`src/rtl/ip4_sm_arb.sv`:
```
// Round-robin arbiter that shares one single-port SM bank between N_REQ requesters,
// with bounded lock bursts and an RD_LAT-deep tagged response pipe.
module ip4_sm_arb #(
  parameter int N_REQ    = 4,
  parameter int ADR_W    = 10,
  parameter int DAT_W    = 32,
  parameter int RD_LAT   = 1,
  parameter int MAX_LOCK = 4
) (
  input  logic                       clk,
  input  logic                       rst_n,
  input  logic                       arb_en,
  input  logic [N_REQ-1:0]           req_vld,
  input  logic [N_REQ-1:0]           req_wen,
  input  logic [N_REQ-1:0]           req_lock,
  input  logic [N_REQ*ADR_W-1:0]     req_adr,
  input  logic [N_REQ*DAT_W-1:0]     req_dat,
  output logic [N_REQ-1:0]           req_rdy,
  output logic                       bk_wen,
  output logic [ADR_W-1:0]           bk_adr,
  output logic [DAT_W-1:0]           bk_datai,
  input  logic [DAT_W-1:0]           bk_datao,
  output logic                       rsp_vld,
  output logic                       rsp_wr,
  output logic [$clog2(N_REQ)-1:0]   rsp_id,
  output logic [DAT_W-1:0]           rsp_dat
);

  localparam int ID_W  = $clog2(N_REQ);
  localparam int CNT_W = $clog2(MAX_LOCK + 1);

  logic [ID_W-1:0]  rr_ptr_q, rr_ptr_d;
  logic             lock_vld_q, lock_vld_d;
  logic [ID_W-1:0]  lock_own_q, lock_own_d;
  logic [CNT_W-1:0] lock_cnt_q, lock_cnt_d;

  logic [RD_LAT-1:0]           pipe_vld_q, pipe_vld_d;
  logic [RD_LAT-1:0]           pipe_wr_q, pipe_wr_d;
  logic [RD_LAT-1:0][ID_W-1:0] pipe_id_q, pipe_id_d;

  logic             gnt_vld;
  logic [ID_W-1:0]  gnt_idx;
  logic [ID_W-1:0]  cand;
  logic [CNT_W-1:0] base_cnt;

  // Grant selection. The reset term keeps the bank port idle while held in reset.
  // NOTE: every signal written in always_comb gets a default first, so no path leaves it unassigned (no latch).
  always_comb begin
    gnt_vld = 1'b0;
    gnt_idx = '0;
    cand    = '0;
    if (rst_n && arb_en && (|req_vld)) begin
      if (lock_vld_q && req_vld[lock_own_q]) begin
        gnt_vld = 1'b1;
        gnt_idx = lock_own_q;
      end else begin
        // Walk offsets from far to near so the nearest valid requester after rr_ptr wins.
        for (int i = N_REQ; i >= 1; i--) begin
          cand = ID_W'((int'(rr_ptr_q) + i) % N_REQ);
          if (req_vld[cand]) begin
            gnt_vld = 1'b1;
            gnt_idx = cand;
          end
        end
      end
    end
  end

  always_comb begin
    req_rdy  = '0;
    bk_wen   = 1'b0;
    bk_adr   = '0;
    bk_datai = '0;
    if (gnt_vld) begin
      req_rdy[gnt_idx] = 1'b1;
      bk_wen   = req_wen[gnt_idx];
      bk_adr   = req_adr[int'(gnt_idx)*ADR_W +: ADR_W];
      bk_datai = req_dat[int'(gnt_idx)*DAT_W +: DAT_W];
    end
  end

  // Round-robin pointer and lock bookkeeping; any cycle without a grant drops the lock.
  always_comb begin
    rr_ptr_d   = rr_ptr_q;
    lock_vld_d = 1'b0;
    lock_own_d = lock_own_q;
    lock_cnt_d = '0;
    base_cnt   = '0;
    if (gnt_vld) begin
      rr_ptr_d = gnt_idx;
      if (lock_vld_q && (lock_own_q == gnt_idx)) begin
        base_cnt = lock_cnt_q;
      end
      if (req_lock[gnt_idx] && ((int'(base_cnt) + 1) < MAX_LOCK)) begin
        lock_vld_d = 1'b1;
        lock_own_d = gnt_idx;
        lock_cnt_d = base_cnt + CNT_W'(1);
      end
    end
  end

  always_comb begin
    pipe_vld_d    = pipe_vld_q;
    pipe_wr_d     = pipe_wr_q;
    pipe_id_d     = pipe_id_q;
    pipe_vld_d[0] = gnt_vld;
    pipe_wr_d[0]  = gnt_vld & bk_wen;
    pipe_id_d[0]  = gnt_idx;
    for (int k = 1; k < RD_LAT; k++) begin
      pipe_vld_d[k] = pipe_vld_q[k-1];
      pipe_wr_d[k]  = pipe_wr_q[k-1];
      pipe_id_d[k]  = pipe_id_q[k-1];
    end
  end

  // NOTE: state registers use non-blocking assignments so every flop samples pre-edge values.
  always_ff @(posedge clk or negedge rst_n) begin
    if (!rst_n) begin
      rr_ptr_q   <= ID_W'(N_REQ - 1);
      lock_vld_q <= 1'b0;
      lock_own_q <= '0;
      lock_cnt_q <= '0;
      pipe_vld_q <= '0;
      pipe_wr_q  <= '0;
      pipe_id_q  <= '0;
    end else begin
      rr_ptr_q   <= rr_ptr_d;
      lock_vld_q <= lock_vld_d;
      lock_own_q <= lock_own_d;
      lock_cnt_q <= lock_cnt_d;
      pipe_vld_q <= pipe_vld_d;
      pipe_wr_q  <= pipe_wr_d;
      pipe_id_q  <= pipe_id_d;
    end
  end

  // The last pipe stage lines up with bank read data; fields are forced to 0 when idle.
  always_comb begin
    rsp_vld = pipe_vld_q[RD_LAT-1];
    rsp_wr  = 1'b0;
    rsp_id  = '0;
    rsp_dat = '0;
    if (rsp_vld) begin
      rsp_wr = pipe_wr_q[RD_LAT-1];
      rsp_id = pipe_id_q[RD_LAT-1];
      if (!pipe_wr_q[RD_LAT-1]) begin
        rsp_dat = bk_datao;
      end
    end
  end

endmodule

```
`config.mk`:
```
export PLATFORM = sky130hd
export DESIGN_NAME = ip4_sm_arb
export DESIGN_NICKNAME = d
export VERILOG_FILES = /design/src/rtl/ip4_sm_arb.sv
export SDC_FILE = /design/constraint.sdc
export NUM_CORES = 1
export LEC_CHECK = 0
export CELL_PAD_IN_SITES_DETAIL_PLACEMENT = 1
export CELL_PAD_IN_SITES_GLOBAL_PLACEMENT = 1
export CORE_ASPECT_RATIO = 0.7
export CORE_UTILIZATION = 14
export CTS_CLUSTER_SIZE = 40
export DETAILED_ROUTE_END_ITERATION = 8
export PLACE_DENSITY = 0.78
export SLEW_MARGIN = 20
export SYNTH_ARGS = -nofsm -noshare
export SYNTH_HDL_FRONTEND = slang
export SYNTH_SLANG_ARGS = --single-unit
```
`constraint.sdc`:
```
create_clock -name clk -period 2.6 [get_ports clk]
set_input_delay 0.52 -clock clk [delete_from_list [all_inputs] [get_ports clk]]
set_output_delay 0.52 -clock clk [all_outputs]
set_load 0.05 [all_outputs]
```
==> impl_results.rst <==
.. list-table::
   :header-rows: 1

   * - Metric
     - Value
   * - Primary FF master, synth
     - sky130_fd_sc_hd__dfrtp_1
   * - Total congestion overflow after global routing
     - 0
   * - Die boundary width
     - 155 um
   * - Share of flip-flops with an asynchronous set or reset after synthesis
     - 100%
   * - Number of search-and-repair iterations in the first detailed-routing pass
     - 4
   * - Drt initial violations
     - 97
   * - Per-instance average area after synthesis
     - 8.93 sq um
   * - Final setup violating endpoints
     - 52
   * - Final Max Tran Viols
     - 0
   * - Number of hold-slack violations in the final timing report
     - 0
   * - # nets final
     - 833
   * - Actual transition at the worst max-transition pin
     - ~0.5 ns
   * - Vias
     - around 3,700
   * - Worst supply voltage drop on vdd
     - ~0.21 mV
   * - Nature of the critical path startpoint
     - flip-flop
   * - Via density per instance
     - 4.38
   * - CTS tree
     - built
   * - Post-layout instance area
     - 0.00855 sq mm
   * - Initial core utilization
     - 14.6%
   * - H-tree levels
     - 1
   * - Number of enable-type register cells in the synthesized netlist
     - 0
   * - Ports
     - 298
   * - Minimum hold slack
     - just under 0.5 ns
   * - Most frequent cells in the layout
     - sky130_fd_sc_hd__clkdlybuf4s50_1, sky130_fd_sc_hd__buf_12, sky130_fd_sc_hd__mux2i_4, sky130_fd_sc_hd__buf_4, sky130_fd_sc_hd__and2_1
   * - Highest achievable clock rate
     - 314 MHz
   * - Clk_lat worst skew
     - between 0.2 and 0.25 ns
   * - Area taken by flip-flops and latches
     - 304 sq um
   * - GPL Wtd Cong
     - about 0.85
   * - First-pass GRT wire length
     - between 20,000 and 25,000 um
   * - Critical path type
     - reg -> out
   * - # clock sinks
     - 12
   * - Core box area
     - 0.0157 sq mm
   * - Total die area
     - 0.0169 sq mm
   * - Cell at the root of the clock tree
     - sky130_fd_sc_hd__clkbuf_16
   * - Diodes inserted
     - 0
   * - ANT nets after route
     - 0
   * - Via count of the first global-routing pass
     - 4,116
   * - Leak Pwr
     - around 3.2 nW
   * - Violations in the final reports
     - setup timing
   * - Period Utilization, post-route
     - 122%
   * - Number of max-capacitance violations reported
     - 0
   * - Post-place instance area
     - ~0.0073 sq mm
   * - Required time of the critical path
     - approximately 2.1 ns
   * - Number of instances in the synthesized netlist
     - approximately 260
   * - Total global routing track utilization
     - 19.3%
   * - Antenna violations before repair
     - 0
   * - Cts bufs inserted
     - 3
   * - Layout filler cell count
     - around 1,500
   * - Number of buffers on the longest clock path
     - 2
   * - Avg WL per Cell
     - about 21 um
   * - Growth of design area from synthesis to finish
     - 272%
   * - Tightest slew margin relative to the limit
     - 66.5%
   * - Outcome
     - finished, violations left
   * - Post-detail-place hpwl
     - 12,900 um
   * - Number of standard-cell rows in the floorplan
     - 38
   * - Power density over the cells
     - 419 mW/mm^2
   * - Post-synthesis register bit count
     - 12
   * - Worst Path Max Fanout
     - 6
   * - Post-CTS clock slew at the launch and capture registers of the worst setup and hold paths
     - 0.05 ns
   * - Share of layout cells above drive strength 1
     - 50.5%
   * - Yosys synthesis warning count
     - 0
   * - Number of hold buffers added after CTS
     - 0
   * - Layout Skew
     - 0.00328 ns
   * - Mapped Area
     - 0.00230 sq mm
   * - IO buf count
     - 297
   * - Wire length after detailed routing
     - 17,800 um
   * - Remaining routing DRC violations
     - 0
   * - Post-Synthesis Net Count
     - around 470
   * - Arrival time reported for the critical path endpoint
     - 2.66 ns
   * - Unrepaired setup endpoints after global routing
     - true
   * - Crit path capture type
     - output port
   * - Worst setup slack after layout
     - -0.582 ns
   * - Largest net degree at the start of global routing
     - 33
   * - Most common cell after layout, fill and taps aside
     - sky130_fd_sc_hd__clkdlybuf4s50_1
   * - Hold Crit Class
     - reg -> reg
   * - Shortest period the worst path allows
     - 3.18 ns
   * - Multi-input gate area in the final layout
     - 0.00311 sq mm
   * - Sequential cell area fraction in the yosys report
     - 13.2%
   * - Number of distinct library cell variants in the gate-level netlist after synthesis
     - 41
   * - Height of the chip
     - 109 um
## cells in the mapped netlist, types with 2 or more instances
master	n	share of area, %
sky130_fd_sc_hd__a21oi_1	2	0.44
sky130_fd_sc_hd__a31oi_1	2	0.54
sky130_fd_sc_hd__and2_1	46	13
sky130_fd_sc_hd__and3_1	3	0.82
sky130_fd_sc_hd__and4_1	2	0.76
sky130_fd_sc_hd__buf_2	7	1.5
sky130_fd_sc_hd__buf_4	4	1.3
sky130_fd_sc_hd__buf_6	5	2.5
sky130_fd_sc_hd__clkbuf_1	7	1.1
sky130_fd_sc_hd__dfrtp_1	10	11
sky130_fd_sc_hd__dfstp_2	2	2.3
sky130_fd_sc_hd__inv_1	7	1.1
sky130_fd_sc_hd__mux2i_1	71	31
sky130_fd_sc_hd__mux4_2	10	9.8
sky130_fd_sc_hd__nand2_1	6	0.98
sky130_fd_sc_hd__nand2b_1	4	1.1
sky130_fd_sc_hd__nor2_1	6	0.98
sky130_fd_sc_hd__nor2b_1	4	1.1
sky130_fd_sc_hd__o21ai_0	2	0.44
sky130_fd_sc_hd__o21ai_1	2	0.44
sky130_fd_sc_hd__o22ai_1	34	9.3
sky130_fd_sc_hd__o2bb2ai_1	2	0.76
## worst paths after layout
path,startpoint,to,slack [ns],cells past startpoint
max reg2reg,rr_ptr_q[1],lock_own_q[0],-0.20,13
max in group asynchronous,rst_n,rr_ptr_q[0],1.86,2
min,rr_ptr_q[0],rr_ptr_q[0],0.49,2
min reg2reg,rr_ptr_q[0],rr_ptr_q[0],0.49,2
min in group asynchronous,rst_n,lock_vld_q,0.50,2
max,rr_ptr_q[1],bk_adr[8],-0.58,9
## metrics by stage
stage          cells  TNS, ns  utilization [%]  total power (W)  setup WS (ns)
2_1_floorplan    257    -3.26                -          0.00150         -0.146
4_1_cts          830   -21.61             52.8          0.00337         -0.539
5_1_grt          836   -28.32             54.3          0.00372         -0.652
3_5_place_dp     798   -41.64             46.1          0.00261         -0.947
3_3_place_gp     798   -34.65             46.1          0.00255         -0.712
6_report         836   -24.08             54.3          0.00358         -0.582
## sequential cells by signal (all words and copies together) (netlist names)
signal,cells
pipe_id_q,2
lock_own_q,2
rr_ptr_q,2
pipe_wr_q,1
lock_vld_q,1
lock_cnt_q,3
rsp_vld,1
## report_power, final
part	switching, W	internal [W]	leakage [nW]
Combinational	0.00132	0.00167	3.05
Sequential	0.0000422	0.000229	0.151
Clock	0.0000894	0.000233	0.0442
Total	0.00145	0.00213	3.24
## cell type report
cell class | instances | share of cell area, %
Multi-Input combinational cell | 216 | 36.4
Timing Repair Buffer | 377 | 55.5
Clock buffer | 4 | 1.04
Sequential cell | 12 | 3.56
Inverter | 7 | 0.337
Tap cell | 220 | 3.22
## cell families after synthesis
group,share of synthesized area (%)
fa+ha+maj,0.545
buf+inv,7.58
flops,13.2
other cells,0.163
compound gates,15.4
simple gates,20.1
mux,43.0
## worst max-delay path, cell delays in order, from the launching register on
cell and delay [ns]:
sky130_fd_sc_hd__dfstp_2 0.56, sky130_fd_sc_hd__mux2i_2 0.25, sky130_fd_sc_hd__o22a_1 0.18, sky130_fd_sc_hd__o21ai_2 0.07, sky130_fd_sc_hd__mux2_4 0.32, sky130_fd_sc_hd__buf_12 0.15
sky130_fd_sc_hd__buf_12 0.13, sky130_fd_sc_hd__mux4_2 0.42, sky130_fd_sc_hd__and2_4 0.19, sky130_fd_sc_hd__buf_12 0.14
## timing repair
item                                    in CTS  in global routing
gates cloned                                 7                  1
pin swaps                                   19                 20
endpoints found under the setup margin      52                 52
setup buffers                               22                 10
resized for setup                          125                 45
## per-layer routing
layer | GRT usage (%) | part of all wire [%] | up-vias | wire, um
li1 | - | - | 1690 | -
met1 | 20.1 | 35 | 1754 | 6220
met2 | 39.1 | 56 | 195 | 9980
met3 | 4.29 | 6.7 | 26 | 1190
met4 | 4.74 | 2.2 | 0 | 388
met5 | 0 | 0 | - | 0
Note: power is estimated with default switching activity, not from simulation.
